### config.mk
export PLATFORM = sky130hd
export DESIGN_NAME = axis_sum_acc
export DESIGN_NICKNAME = d
export VERILOG_FILES = /design/src/rtl/axis_sum_acc.sv
export SDC_FILE = /design/constraint.sdc
export NUM_CORES = 1
export LEC_CHECK = 0
export BUFFER_PORTS_ARGS = -buffer_cell sky130_fd_sc_hd__buf_2
export CORE_ASPECT_RATIO = 0.8
export CORE_MARGIN = 2
export CORE_UTILIZATION = 26
export CTS_BUF_LIST = sky130_fd_sc_hd__clkbuf_8
export DETAILED_ROUTE_END_ITERATION = 12
export PLACE_DENSITY = 0.52
export SLEW_MARGIN = 10
export SYNTH_ARGS = -nofsm -noshare
export SYNTH_HDL_FRONTEND = slang
export SYNTH_SLANG_ARGS = --single-unit
### constraint.sdc
create_clock -name clk -period 3.1 [get_ports clk]
set_input_delay 0.155 -clock clk [delete_from_list [all_inputs] [get_ports clk]]
set_output_delay 0.155 -clock clk [all_outputs]
set_load 0.02 [all_outputs]
### src/rtl/axis_sum_acc.sv
// Packet summer: accumulates AXI-Stream beats with saturation at MAXV, presents the
// packet sum on an output stream and holds the last delivered sum for a display.
module axis_sum_acc #(
    parameter int DW   = 8,
    parameter int W    = 16,
    parameter int MAXV = 99
) (
    input  logic          clk,
    input  logic          rst,
    input  logic [DW-1:0] s_data,
    input  logic          s_valid,
    input  logic          s_last,
    output logic          s_ready,
    output logic [W-1:0]  m_data,
    output logic          m_valid,
    input  logic          m_ready,
    output logic          m_sat,
    output logic [W-1:0]  disp_data
);

    typedef enum logic {
        ACC  = 1'b0,
        HOLD = 1'b1
    } state_t;

    localparam logic [W:0]   MAX_EXT = (W+1)'(MAXV);
    localparam logic [W-1:0] MAX_W   = W'(MAXV);

    state_t         state, state_nxt;
    logic [W-1:0]   acc;
    logic           sat_flag;
    logic [W:0]     sum_ext;
    logic           over;
    logic [W-1:0]   sat_sum;
    logic           in_hs;
    logic           out_hs;

    // One extra bit of headroom so acc + s_data can never wrap before the compare.
    assign sum_ext = {1'b0, acc} + (W+1)'(s_data);
    assign over    = sum_ext > MAX_EXT;
    assign sat_sum = over ? MAX_W : sum_ext[W-1:0];

    assign in_hs  = s_valid & s_ready;
    assign out_hs = m_valid & m_ready;

    always_ff @(posedge clk or posedge rst) begin
        if (rst) begin
            state <= ACC;
        end else begin
            // NOTE: non-blocking assignments in clocked blocks so every register
            // samples the pre-edge values, independent of statement order.
            state <= state_nxt;
        end
    end

    // Handshake outputs come from the state alone, so no input reaches an output
    // combinationally.
    always_comb begin
        // NOTE: defaults first so every path assigns every output; no latch.
        state_nxt = state;
        s_ready   = 1'b0;
        m_valid   = 1'b0;
        case (state)
            ACC: begin
                s_ready = 1'b1;
                if (s_valid && s_last) state_nxt = HOLD;
            end
            HOLD: begin
                m_valid = 1'b1;
                if (m_ready) state_nxt = ACC;
            end
            default: state_nxt = ACC;
        endcase
    end

    always_ff @(posedge clk or posedge rst) begin
        if (rst) begin
            acc       <= '0;
            sat_flag  <= 1'b0;
            m_data    <= '0;
            m_sat     <= 1'b0;
            disp_data <= '0;
        end else begin
            if (in_hs) begin
                acc      <= sat_sum;
                sat_flag <= sat_flag | over;
                // m_data/m_sat only load on the last beat, so they hold steady in HOLD.
                if (s_last) begin
                    m_data <= sat_sum;
                    m_sat  <= sat_flag | over;
                end
            end
            if (out_hs) begin
                disp_data <= m_data;
                acc       <= '0;
                sat_flag  <= 1'b0;
            end
        end
    end

endmodule

* Word level (Yosys, flattened, before mapping)
Cells that the tools add are included.
** Cells by class
- $add $sub $neg :: 1
- Magnitude comparators :: 1
- Mux-type cells :: 10
- Bitwise logic cells :: 4
- Reduce and logical (&&, ||, !) cells :: 3
** Operators by type and width (count)
- 16-bit 2-to-1 mux :: 3
- 16-bit by 8-bit adder with 17-bit output :: 1
- 17-bit by 7-bit greater-than comparator with 1-bit output, second input constant :: 1
- 1-bit 2-to-1 mux :: 6
- 1-bit bitwise AND :: 2
- 1-bit case mux with 2 select lines :: 1
- 2-bit AND reduction :: 1
- 2-bit nonzero test :: 1
- 1-bit logical AND :: 1
- 1-bit inverter :: 1
- 1-bit bitwise OR :: 1
** Storage, ports and cells
- Register bits :: 51
- Input port bits :: 13
- Word-level logic and storage cells :: 25

* Depth between registers and ports, before layout
- Depth after elaboration :: 5
- Mapped depth :: 10
- Gate-level depth less buffers :: 9

* Worst setup path before layout
OpenSTA, ideal clock, no wires.
- Path kind :: reg-to-reg
- From :: register acc[0]
- To :: register m_data[2]
- Library setup time :: 121 ps
- Arrival :: 2392 ps
- Path slack :: 587 ps
- Cell stages (with the launch flop) :: 11
- Clock period less this slack :: 2513 ps
- Path through :: dfrtp_1 ha_1 fa_1 a21o_1 a21oi_1 xnor2_1 nor3_1 o311ai_1 and4bb_4 buf_6 a22o_1
** Between the ends
- Word-level cells in the longest chain between the ends :: 3
** Ends and longest elaborated chain
- from (decl) :: line 30 : logic [W-1:0] acc;
- from (signal assigned) :: line 85 : acc <= sat_sum;
- 16-bit by 8-bit adder with 17-bit output (*) :: line 39 : assign sum_ext = {1'b0, acc} + (W+1)'(s_data);
- 17-bit by 7-bit greater-than comparator with 1-bit output :: line 40 : assign over = sum_ext > MAX_EXT;
- 16-bit 2-to-1 mux (*) :: line 41 : assign sat_sum = over ? MAX_W : sum_ext[W-1:0];
- to (signal assigned) :: line 89 : m_data <= sat_sum;
- to (decl) :: line 14 : output logic [W-1:0] m_data,
Every way passes the cells marked *; elsewhere a longest branch is shown, timed or not.
A chain may end at the register's enable or synchronous reset.

* Worst setup path after layout
- From :: register acc[0]
- To :: register acc[3]
** Between the ends
- Word-level cells in the longest chain between the ends :: 5
** Ends and longest elaborated chain
- 16-bit by 8-bit adder with 17-bit output (*) :: line 39
- 17-bit by 7-bit greater-than comparator with 1-bit output :: line 40
- 16-bit 2-to-1 mux (*) :: line 41
- 16-bit 2-to-1 mux (*) :: line 84 : if (in_hs) begin
- 16-bit 2-to-1 mux (*) :: line 93 : if (out_hs) begin
Every way passes the cells marked *; elsewhere a longest branch is shown, timed or not. The select of a mux whose other input is x is not followed.

==> key figures <==
Routing
  • Post-route ant nets: 0
  • Residual DRC: 0
  • Avg WL per Cell: 14.7 um
  • DRT Pass-1 Iters: 5
  • Final wirelength: 5590 um
  • Drt initial violations: 106
  • Drt via density: 4.76
  • Routed via count: 1814

Clock tree
  • Clk_lat worst skew: 0.31 ns
  • Clock-pin slew on the worst setup and hold paths: 0.09 ns
  • Clk buf depth: 2
  • Post-CTS Resized: 0
  • TritonCTS clock tree: done
  • Clock root buffer: clkbuf_8
  • Number of clock sinks: 51
  • H-tree levels: 2
  • CTS Buf Count: 5

Die
  • Core Footprint: 9080 sq um
  • Row count: 31
  • Ports: 48
  • Die Width: 112 um
  • Die Y: 90.6 um
  • Initial Utilization: 0.268
  • Die area: 10200 sq um

Power
  • Leakage power: 0.00139 uW
  • PD cells: 755 nW/um^2
  • IR drop worst, VDD: 0.317 mV

Critical path
  • WP data arrival: 2.98 ns
  • Worst Setup End Kind: flip-flop
  • Worst Setup SP: acc[0]
  • Worst reg2reg startpoint: acc[0]
  • CP cell instances: ha_1 > fa_1 > a21o_1 > a221oi_2 > xor2_1 > o311ai_1 > and4bb_4 > a32o_1
  • Setup crit start kind: flip-flop
  • Critical path fanouts, max: 15
  • CP top delay family: compound AO/OA/AOI/OAI gates
  • CP peak stage delay: 0.42 ns
  • Worst setup path class: reg2reg
  • WP data required: 3.30 ns
  • CP bufs+invs: 0
  • CP max-delay cell: fa_1

Finish
  • Design Area, Final: 2920 sq um
  • Final Net Count: 287
  • Filler cells: 965
  • Layout area overhead: 19.7%
  • Share of cells above drive strength 1: 0.297
  • ANT cells: 0

Synth
  • Most common cell in the netlist: dfrtp_1
  • Syn Nets: 237
  • Synth unique cells: 43
  • Post-synth top area share: 0.524
  • Post-Syn Instances: 215
  • Syn_area_per_cell: 11.3 sq um
  • Seq/Total Area, Yosys: 0.524
  • Synthesized area: 2440 sq um
  • Most used DFF post-synth: dfrtp_1
  • Top cells by count, synth: 51 x dfrtp_1, 21 x and2_1, 16 x mux2_2
  • Ys async rst share: 1.00
  • Cell taking the most area after synthesis: dfrtp_1
  • Yosys warning count: 0
  • Post-synth EDFFs: 0
  • Post-synthesis register bit count: 51
  • Top cells by area, synth: dfrtp_1 52%, mux2_2 7.4%, and2_1 5.4%

STA
  • Final Hold Viols: 0
  • Final min period: 2.78 ns
  • Fin crit share: 0.898
  • Peak Freq: 359 MHz
  • Worst rel slew slack: 0.401
  • Max Clock Skew: 0.00837 ns
  • Final setup vio count: 0
  • Least-Margin Pin Slew: 0.897 ns
  • Max-slew violation count: 0
  • Total negative setup slack: 0 ns
  • Setup repair after global routing missed its margin: no

Job
  • Max-Cap Viols: 0

Status
  • Status: finished clean

Placement
  • Routability cong.: 0.861
  • Hpwl dp: 4150 um
  • Port Buf Inserts: 47
  • DP Area: 2790 sq um

Hold path
  • Min-delay worst type: in2reg
  • Hold_sp: m_ready

Global routing
  • Total grt overflow: 0
  • Global-route wire length before repair: 9330 um
  • Number of global-route vias before repair: 1796
  • Largest net degree at the start of global routing: 33
  • GR Util All Layers: 0.114
  • Antenna violations before repair: 0
[cell usage in the layout, fill, tap and decap left out, types with 2 or more instances in the layout]
cell type,netlist,routed
xnor2_1,4,4
a22o_1,3,3
inv_1,5,4
a2111o_1,3,3
nand4_1,2,2
mux2_2,16,16
nand2b_1,2,2
a21oi_1,13,13
a31oi_1,4,4
a211oi_1,2,2
nand2_1,12,12
nor2_1,11,11
o311ai_1,2,2
buf_4,0,3
ha_1,8,8
clkbuf_8,0,5
o21ai_0,8,8
buf_2,0,47
and3_1,4,4
o21ai_1,2,2
a32o_1,3,3
a21o_1,2,2
dfrtp_1,51,51
and2_1,21,21
nand3_1,7,7
nor3_1,3,3
xor2_1,3,3
[registers in the layout, indices dropped and copies added (netlist names)]
| register | cells |
|---|---|
| acc | 16 |
| disp_data | 16 |
| m_data | 16 |
| m_sat | 1 |
| sat_flag | 1 |
| state | 1 |
[logic make-up after synthesis]
kind of cell,synth area share
AO/OA/AOI/OAI,0.153
XOR/XNOR,0.0252
adder cells (fa/ha/maj),0.0493
buffers and inverters,0.0262
flip-flops,0.524
multiplexers,0.0781
AND/OR/NAND/NOR,0.145
[metal layers]
| layer | part of all wire | up-vias | track usage |
|---|---|---|---|
| met4 | 0.0098 | 0 | 0.0396 |
| met1 | 0.51 | 885 | 0.168 |
| met5 | 0 | - | 0 |
| li1 | - | 883 | - |
| met3 | 0.048 | 2 | 0.0242 |
| met2 | 0.43 | 44 | 0.163 |
[timing repair]
| action | 4_1_cts | 5_1_grt |
|---|---|---|
| buffers inserted | 0 | 0 |
| hold buffers | 1 | 0 |
| hold endpoints to repair | 31 | 0 |
[through the flow]
step / util / hold slack (ns) / setup WS [ns] / std cells / power [uW]
global placement: 0.308 / 0.302 / 0.452 / 372 / 1730
global route: 0.321 / 0.102 / 0.217 / 381 / 2350
finish: 0.321 / 0.0777 / 0.315 / 381 / 2200
detailed placement: 0.308 / 0.295 / 0.344 / 372 / 1740
floorplan: - / 0.251 / 0.587 / 215 / 1530
CTS: 0.321 / 0.0767 / 0.314 / 381 / 2210
[power by group]
part / total (uW) / internal [uW] / switching [uW]
combinational: 860 / 336 / 524
clock: 469 / 241 / 229
sequential: 872 / 791 / 80.9
total: 2200 / 1370 / 833
[path summary, 6_finish.rpt]
check	cells past startpoint	endpoint	slack, ns
worst max-delay path	8	acc[3]	0.32
worst min-delay path	2	state	0.08
worst max register to register	8	acc[3]	0.32
worst min register to register	1	acc[7]	0.50
max in group asynchronous	4	acc[2]	1.87
min in group asynchronous	3	disp_data[12]	0.49
[final cells by class]
class | instances | area [sq um] | area share
flip-flops and latches | 51 | 1280 | 0.438
multi-input cells | 151 | 1100 | 0.376
repair buffers | 51 | 268 | 0.0918
well taps | 115 | 144 | 0.0494
clock buffers | 5 | 68.8 | 0.0236
clock inverters | 3 | 43.8 | 0.0150
inverters | 5 | 18.8 | 0.00644
Note: power is estimated with default switching activity, not from simulation.
